--- config.mk ---
export PLATFORM = sky130hd
export DESIGN_NAME = pcileech_com_rx_demux
export DESIGN_NICKNAME = d
export VERILOG_FILES = /design/src/rtl/pcileech_com_pkg.sv /design/src/rtl/pcileech_rx_demux_fifo.sv /design/src/rtl/pcileech_com_rx_demux.sv
export SDC_FILE = /design/constraint.sdc
export NUM_CORES = 2
export LEC_CHECK = 0
export ABC_AREA = 1
export CAP_MARGIN = 20
export CORE_MARGIN = 10
export CORE_UTILIZATION = 24
export DETAILED_ROUTE_END_ITERATION = 10
export PLACE_DENSITY = 0.35
export SETUP_SLACK_MARGIN = 0.15
export SLEW_MARGIN = 20
export SYNTH_ARGS = -nofsm -noshare
export SYNTH_HDL_FRONTEND = slang
export SYNTH_HIERARCHICAL = 1
export SYNTH_SLANG_ARGS = --single-unit
--- constraint.sdc ---
create_clock -name clk -period 14.2 [get_ports clk]
set_clock_uncertainty 0.1 [all_clocks]
set_input_delay 2.84 -clock clk [delete_from_list [all_inputs] [get_ports clk]]
set_output_delay 2.84 -clock clk [all_outputs]
set_load 0.05 [all_outputs]
--- src/rtl/pcileech_com_pkg.sv ---
// Shared definitions for the RX word demultiplexer: magic value, in_data
// field positions, target encoding and TLP framing FSM states.
package pcileech_com_pkg;

    localparam logic [7:0] RX_MAGIC = 8'h77;

    localparam int DW_HI    = 63;
    localparam int DW_LO    = 32;
    localparam int MAGIC_HI = 7;
    localparam int MAGIC_LO = 0;
    localparam int TGT_HI   = 9;
    localparam int TGT_LO   = 8;
    localparam int LAST_BIT = 12;

    typedef enum logic [1:0] {
        TGT_TLP = 2'd0,
        TGT_LB  = 2'd1,
        TGT_CFG = 2'd2,
        TGT_CMD = 2'd3
    } tgt_e;

    typedef enum logic [1:0] {
        TLP_IDLE    = 2'd0,
        TLP_FRAME   = 2'd1,
        TLP_DISCARD = 2'd2,
        TLP_TERM    = 2'd3
    } tlp_state_e;

    // TLP FIFO entry layout: {abort, last, dw}
    localparam int TLP_FIFO_W = 34;

endpackage

--- src/rtl/pcileech_rx_demux_fifo.sv ---
// Synchronous first-word-fall-through FIFO. A write while full is ignored;
// a same-cycle read never makes room for that cycle's write.
module pcileech_rx_demux_fifo #(
    parameter int WIDTH      = 32,
    parameter int DEPTH_LOG2 = 4
) (
    input  logic             clk,
    input  logic             rst,
    input  logic [WIDTH-1:0] wr_data,
    input  logic             wr_en,
    output logic             full,
    output logic [WIDTH-1:0] rd_data,
    output logic             rd_valid,
    input  logic             rd_ready
);
    localparam logic [DEPTH_LOG2:0] FULL_CNT = (DEPTH_LOG2 + 1)'(1 << DEPTH_LOG2);

    logic [WIDTH-1:0]      mem [1 << DEPTH_LOG2];
    logic [DEPTH_LOG2-1:0] wr_ptr;
    logic [DEPTH_LOG2-1:0] rd_ptr;
    logic [DEPTH_LOG2:0]   count;
    logic                  do_wr;
    logic                  do_rd;

    assign full     = (count == FULL_CNT);
    assign rd_valid = (count != '0);
    assign do_wr    = wr_en && !full;
    assign do_rd    = rd_valid && rd_ready;
    // Gate with valid so the output reads zero whenever the FIFO is empty
    assign rd_data  = rd_valid ? mem[rd_ptr] : '0;

    always_ff @(posedge clk) begin
        if (do_wr)
            mem[wr_ptr] <= wr_data;
    end

    always_ff @(posedge clk) begin
        if (rst) begin
            wr_ptr <= '0;
            rd_ptr <= '0;
            count  <= '0;
        end else begin
            if (do_wr)
                wr_ptr <= wr_ptr + 1'b1;
            if (do_rd)
                rd_ptr <= rd_ptr + 1'b1;
            case ({do_wr, do_rd})
                2'b10:   count <= count + 1'b1;
                2'b01:   count <= count - 1'b1;
                default: count <= count;
            endcase
        end
    end

endmodule

--- src/rtl/pcileech_com_rx_demux.sv ---
// Routes magic-checked RX words to four buffered target streams; every TLP
// frame that got a word into its FIFO is closed by last or by an abort entry.
module pcileech_com_rx_demux
    import pcileech_com_pkg::*;
#(
    parameter int DEPTH_LOG2  = 4,
    parameter int TLP_TIMEOUT = 1024
) (
    input  logic        clk,
    input  logic        rst,
    input  logic [63:0] in_data,
    input  logic        in_valid,
    output logic [31:0] tlp_data,
    output logic        tlp_last,
    output logic        tlp_abort,
    output logic        tlp_valid,
    input  logic        tlp_ready,
    output logic [31:0] lb_data,
    output logic        lb_valid,
    input  logic        lb_ready,
    output logic [63:0] cfg_data,
    output logic        cfg_valid,
    input  logic        cfg_ready,
    output logic [63:0] cmd_data,
    output logic        cmd_valid,
    input  logic        cmd_ready,
    output logic [15:0] drop_cnt,
    output logic [15:0] bad_magic_cnt
);
    localparam int STAGES = 1;
    localparam logic [15:0] TO_LAST = 16'(TLP_TIMEOUT - 1);

    logic [STAGES:0] vld_pipe;
    logic [63:0]     s0_data;

    assign vld_pipe[0] = in_valid;

    always_ff @(posedge clk) begin
        if (rst) begin
            vld_pipe[STAGES:1] <= '0;
            s0_data            <= '0;
        end else begin
            vld_pipe[STAGES:1] <= vld_pipe[STAGES-1:0];
            s0_data            <= in_data;
        end
    end

    logic        s0_valid;
    logic        magic_ok;
    logic        word_ok;
    tgt_e        tgt;
    logic        s0_last;
    logic [31:0] s0_dw;

    assign s0_valid = vld_pipe[STAGES];
    assign magic_ok = (s0_data[MAGIC_HI:MAGIC_LO] == RX_MAGIC);
    assign word_ok  = s0_valid && magic_ok;
    assign tgt      = tgt_e'(s0_data[TGT_HI:TGT_LO]);
    assign s0_last  = s0_data[LAST_BIT];
    assign s0_dw    = s0_data[DW_HI:DW_LO];

    logic tlp_word;
    logic lb_we;
    logic cfg_we;
    logic cmd_we;
    logic tlp_full;
    logic lb_full;
    logic cfg_full;
    logic cmd_full;

    assign tlp_word = word_ok && (tgt == TGT_TLP);
    assign lb_we    = word_ok && (tgt == TGT_LB);
    assign cfg_we   = word_ok && (tgt == TGT_CFG);
    assign cmd_we   = word_ok && (tgt == TGT_CMD);

    tlp_state_e            tlp_state;
    logic [15:0]           tlp_timer;
    logic                  tlp_we;
    logic                  tlp_drop;
    logic [TLP_FIFO_W-1:0] tlp_wdata;

    // In TERM the incoming TLP word is lost; the slot goes to the terminator
    always_comb begin
        tlp_we    = 1'b0;
        tlp_drop  = 1'b0;
        tlp_wdata = {1'b0, s0_last, s0_dw};
        case (tlp_state)
            TLP_IDLE, TLP_FRAME: begin
                tlp_we   = tlp_word && !tlp_full;
                tlp_drop = tlp_word && tlp_full;
            end
            TLP_DISCARD: tlp_drop = tlp_word;
            TLP_TERM: begin
                tlp_we    = !tlp_full;
                tlp_wdata = {1'b1, 1'b1, 32'h0};
                tlp_drop  = tlp_word;
            end
            default: ;
        endcase
    end

    always_ff @(posedge clk) begin
        if (rst) begin
            tlp_state <= TLP_IDLE;
            tlp_timer <= '0;
        end else begin
            case (tlp_state)
                TLP_IDLE: begin
                    tlp_timer <= '0;
                    if (tlp_word && !s0_last)
                        tlp_state <= tlp_full ? TLP_DISCARD : TLP_FRAME;
                end
                TLP_FRAME, TLP_DISCARD: begin
                    if (tlp_word) begin
                        tlp_timer <= '0;
                        if (tlp_state == TLP_DISCARD || tlp_full)
                            tlp_state <= s0_last ? TLP_TERM : TLP_DISCARD;
                        else if (s0_last)
                            tlp_state <= TLP_IDLE;
                    end else if (tlp_timer == TO_LAST) begin
                        tlp_timer <= '0;
                        tlp_state <= TLP_TERM;
                    end else begin
                        tlp_timer <= tlp_timer + 16'd1;
                    end
                end
                TLP_TERM: begin
                    tlp_timer <= '0;
                    if (!tlp_full)
                        tlp_state <= TLP_IDLE;
                end
                default: tlp_state <= TLP_IDLE;
            endcase
        end
    end

    logic drop_evt;
    logic bad_evt;

    assign drop_evt = tlp_drop || (lb_we && lb_full) || (cfg_we && cfg_full) || (cmd_we && cmd_full);
    assign bad_evt  = s0_valid && !magic_ok;

    always_ff @(posedge clk) begin
        if (rst) begin
            drop_cnt      <= '0;
            bad_magic_cnt <= '0;
        end else begin
            if (drop_evt && drop_cnt != 16'hFFFF)
                drop_cnt <= drop_cnt + 16'd1;
            if (bad_evt && bad_magic_cnt != 16'hFFFF)
                bad_magic_cnt <= bad_magic_cnt + 16'd1;
        end
    end

    logic [TLP_FIFO_W-1:0] tlp_q;

    assign tlp_data  = tlp_q[31:0];
    assign tlp_last  = tlp_q[32];
    assign tlp_abort = tlp_q[33];

    pcileech_rx_demux_fifo #(.WIDTH(TLP_FIFO_W), .DEPTH_LOG2(DEPTH_LOG2)) u_tlp_fifo (
        .clk(clk), .rst(rst), .wr_data(tlp_wdata), .wr_en(tlp_we), .full(tlp_full),
        .rd_data(tlp_q), .rd_valid(tlp_valid), .rd_ready(tlp_ready)
    );

    pcileech_rx_demux_fifo #(.WIDTH(32), .DEPTH_LOG2(DEPTH_LOG2)) u_lb_fifo (
        .clk(clk), .rst(rst), .wr_data(s0_dw), .wr_en(lb_we), .full(lb_full),
        .rd_data(lb_data), .rd_valid(lb_valid), .rd_ready(lb_ready)
    );

    pcileech_rx_demux_fifo #(.WIDTH(64), .DEPTH_LOG2(DEPTH_LOG2)) u_cfg_fifo (
        .clk(clk), .rst(rst), .wr_data(s0_data), .wr_en(cfg_we), .full(cfg_full),
        .rd_data(cfg_data), .rd_valid(cfg_valid), .rd_ready(cfg_ready)
    );

    pcileech_rx_demux_fifo #(.WIDTH(64), .DEPTH_LOG2(DEPTH_LOG2)) u_cmd_fifo (
        .clk(clk), .rst(rst), .wr_data(s0_data), .wr_en(cmd_we), .full(cmd_full),
        .rd_data(cmd_data), .rd_valid(cmd_valid), .rd_ready(cmd_ready)
    );

endmodule
==> key figures <==
Run status
  – Status: complete, no violations

Detailed routing
  – Routed length per instance: 26.8 um
  – # DRC: 0
  – Via Count: 82300
  – DRT iter0 DRCs: 6496
  – Post-Route WL: 464000 um
  – Vias per inst: 4.75
  – DRT Pass-1 Iters: 6
  – Post-route ant nets: 0

Floorplanning
  – Die Height: 753 um
  – IO Count: 301
  – Die area: 0.567 mm2
  – Initial Util: 0.241
  – Core Box Area: 0.536 mm2
  – Die width: 753 um
  – Row cnt: 269

Synthesis
  – Synth Area in XOR/XNOR: 0.00360
  – Top_reg_cell synth: edfxtp_1
  – Post-synthesis register bit count: 3287
  – Cells after Synth: 9560
  – Async SR Flop Fraction: 0
  – Syn. warnings: 6
  – Post-synth EDFFs: 3104
  – Compound-Gate Fraction of Synth Area: 0.130
  – Synth Area in Simple Gates: 0.0772
  – Largest family of logic cells by synthesized area: compound AO/OA/AOI/OAI gates
  – Sequential area share after synthesis: 0.751
  – Mux cell area share after synthesis: 0
  – Yosys cell types: 49
  – Synth Net Count: 9667
  – Synth Area in Adders: 0.00349
  – Syn Area/Cell: 13.5 um2
  – Mapped cell area: 0.129 mm2

Run
  – Maxcap violations: 0

Setup path
  – FF-to-FF Start: s0_data[6]$_SDFF_PP0_
  – Crit. End Element: primary output
  – Worst reg2reg path endpoint: u_cfg_fifo/mem[6][48]$_DFFE_PP_
  – R2r setup slk: 8.53 ns
  – Critical path required time: 11.26 ns
  – Delay-heaviest family, CP: buffers and inverters
  – Reg2reg path depth: 13
  – CP Class: reg2out
  – CP most frequent cell: buf_4
  – Slowest CP cell: clkdlybuf4s50_1
  – CP max stage delay: 0.98 ns
  – CP Depth: 8
  – Cells along the critical path: inv_16 > buf_4 > buf_4 > o21ai_0 > o221ai_1 > o211ai_1 > a21oi_1 > clkdlybuf4s50_1
  – CP Buf/Inv Count: 4
  – Worst setup SP type: flop
  – Critical Path AT: 6.47 ns
  – Critical path endpoint: cfg_data[45]
  – Maximum fanout along the worst path: 230

Clocking
  – Root buf cell: clkbuf_16
  – Number of setup buffers added after CTS: 0
  – Clock slew at reported path FFs: 0.06 ns
  – Hold_buf cts: 0
  – Post-cts resize count: 0
  – Clock Latency Late Sink: 1.00 ns
  – CTS tree: yes
  – Clock buffer count from CTS: 389
  – H-tree depth: 5
  – Clk buf depth: 4
  – TritonCTS Sinks: 3287

Layout
  – Layout area overhead: 18.0%
  – Fin cells: 17300
  – Share of layout cells above drive strength 1: 0.0944
  – Utilization after layout: 0.284
  – Final Cell Area: 0.152 mm2
  – Total Nets Final: 9916

Timing
  – Post-route minimum period: 9.41 ns
  – RSZ-0062 raised after global routing: no
  – Worst slew margin: 0.109
  – Fmax: 106 MHz
  – Final Hold Viols: 0
  – Setup TNS: 0 ns
  – Slew at the pin closest to its max-slew limit: 1.34 ns
  – Slew Viols, Final: 0
  – Period utilization: 0.662
  – Final setup fails: 0

Min path
  – Hold Path Class: reg2reg

Placed design
  – Gpl congestion: 0.723
  – Dpl cell area: 0.140 mm2
  – PortBufs: 300
  – Detailed Place HPWL: 242000 um
  – Placed cells: 16600

GRT
  – Largest net degree at the start of global routing: 247
  – Number of global-route vias before repair: 82900
  – Global route overflow: 0
  – Met1 Use GR: 0.213
  – Antenna violations before repair: 65
  – Global routing's busiest layer: met2
  – GRT met2 Usage: 0.262
  – Met3 usage: 0.0224
  – Total track usage: 0.157
  – First-pass GRT wire length: 645000 um

Pwr
  – Peak supply drop: 0.154 mV
  – Leakage: 47.7 nW
  – PwrDens: 190 mW/mm2
==> registers in the layout, indices dropped and copies added, names as in the netlist, 4 cells and up, named ones only <==
name	count
u_lb_fifo/mem	512
drop_cnt	16
u_tlp_fifo/count	5
u_lb_fifo/rd_ptr	4
u_cmd_fifo/wr_ptr	4
u_cmd_fifo/rd_ptr	4
s0_data	64
u_tlp_fifo/mem	544
u_tlp_fifo/rd_ptr	4
u_cmd_fifo/count	5
u_cfg_fifo/mem	1024
u_cfg_fifo/count	5
u_cfg_fifo/rd_ptr	4
bad_magic_cnt	16
u_lb_fifo/wr_ptr	4
u_lb_fifo/count	5
u_tlp_fifo/wr_ptr	4
u_cfg_fifo/wr_ptr	4
u_cmd_fifo/mem	1024
tlp_timer	16
==> cell type report <==
cell class | instances | area [um2]
Fill cell | 54000 | 384000
Sequential cell | 3287 | 97000
Multi-Input combinational cell | 5339 | 28100
Clock buffer | 502 | 10300
Tap cell | 7181 | 8980
Timing Repair Buffer | 542 | 4950
Clock inverter | 205 | 1760
Inverter | 250 | 1020
Antenna cell | 28 | 70.1
==> worst min-delay path by stage <==
| stage | start | to | slack [ns] | depth (start not counted) |
|---|---|---|---|---|
| after detailed placement | tlp_timer[0]$_SDFF_PP0_ | tlp_timer[0]$_SDFF_PP0_ | 0.34 | 1 |
| after CTS | tlp_timer[0]$_SDFF_PP0_ | tlp_timer[0]$_SDFF_PP0_ | 0.35 | 1 |
| after global routing | tlp_timer[0]$_SDFF_PP0_ | tlp_timer[0]$_SDFF_PP0_ | 0.38 | 1 |
| after global placement | tlp_timer[0]$_SDFF_PP0_ | tlp_timer[0]$_SDFF_PP0_ | 0.33 | 1 |
| after floorplan | tlp_timer[0]$_SDFF_PP0_ | tlp_timer[0]$_SDFF_PP0_ | 0.32 | 1 |
| final | tlp_timer[0]$_SDFF_PP0_ | tlp_timer[0]$_SDFF_PP0_ | 0.34 | 1 |
==> cells in the mapped netlist, drive strengths merged, types with 8 or more instances <==
library cell,instances,area share
o21ai,1609,0.063
nor3b,18,0.0010
o221ai,559,0.038
nor3,32,0.0014
o22ai,217,0.011
nand4,22,0.0011
inv,248,0.0074
nor2,1919,0.056
a211oi,8,0.00047
xor2,37,0.0025
ha,36,0.0035
nand3,281,0.011
a21oi,238,0.0095
o211ai,147,0.0086
buf,264,0.015
nand2,188,0.0058
dfxtp,183,0.028
edfxtp,3104,0.72
clkbuf,420,0.012
xnor2,16,0.0011
==> cells by family (layout without fill, tap and decap cells) <==
group	count (synthesis)	count (layout)
xor gates and xnor gates	53	53
and+or+nand+nor	2469	2469
other	0	28
AOI/OAI and AO/OA	2781	2781
adders and majority gates	36	36
DFF	3287	3287
buffers and inverters	934	1499
==> routing by layer <==
| metal | vias up | routed length, um |
|---|---|---|
| met4 | 4 | 10600 |
| met2 | 2241 | 220000 |
| met5 | - | 31 |
| met3 | 525 | 23300 |
| li1 | 36600 | - |
| met1 | 42800 | 210000 |
==> stage by stage <==
stage	hold WS [ns]	worst slack, ns	total power, W
floorplan	0.318	9.14	0.0164
global placement	0.327	5.89	0.0197
detailed placement	0.335	5.85	0.0197
CTS	0.348	4.80	0.0295
global route	0.380	4.48	0.0304
finish	0.342	4.79	0.0290
==> where the power goes <==
part / internal, W / leakage (nW) / switching [W]
Combinational: 0.00212 / 12.0 / 0.00640
Sequential: 0.0107 / 29.9 / 0.000168
Clock: 0.00559 / 5.92 / 0.00400
==> layout by cell type (no fill, tap or decap), types with 12 or more instances in the layout <==
| master | instances |
|---|---|
| edfxtp_1 | 3104 |
| nor2_1 | 1846 |
| o21ai_0 | 1396 |
| o221ai_1 | 559 |
| clkbuf_16 | 395 |
| clkdlybuf4s50_1 | 299 |
| nand3_1 | 269 |
| buf_4 | 232 |
| inv_1 | 227 |
| a21oi_1 | 225 |
| o22ai_1 | 217 |
| o21ai_1 | 212 |
| nand2_1 | 175 |
| o211ai_1 | 147 |
| dfxtp_1 | 134 |
| clkbuf_1 | 102 |
| clkinv_1 | 84 |
| clkinv_2 | 74 |
| nor2_4 | 65 |
| xor2_1 | 37 |
| ha_1 | 35 |
| dfxtp_2 | 35 |
| nor3_1 | 30 |
| diode_2 | 28 |
| bufinv_16 | 26 |
| nand4_1 | 21 |
| nor3b_1 | 18 |
| xnor2_1 | 16 |
| dfxtp_4 | 14 |
| a21oi_2 | 13 |
| nand2_2 | 12 |
| nand3_2 | 12 |
Note: power is estimated with default switching activity, not from simulation.
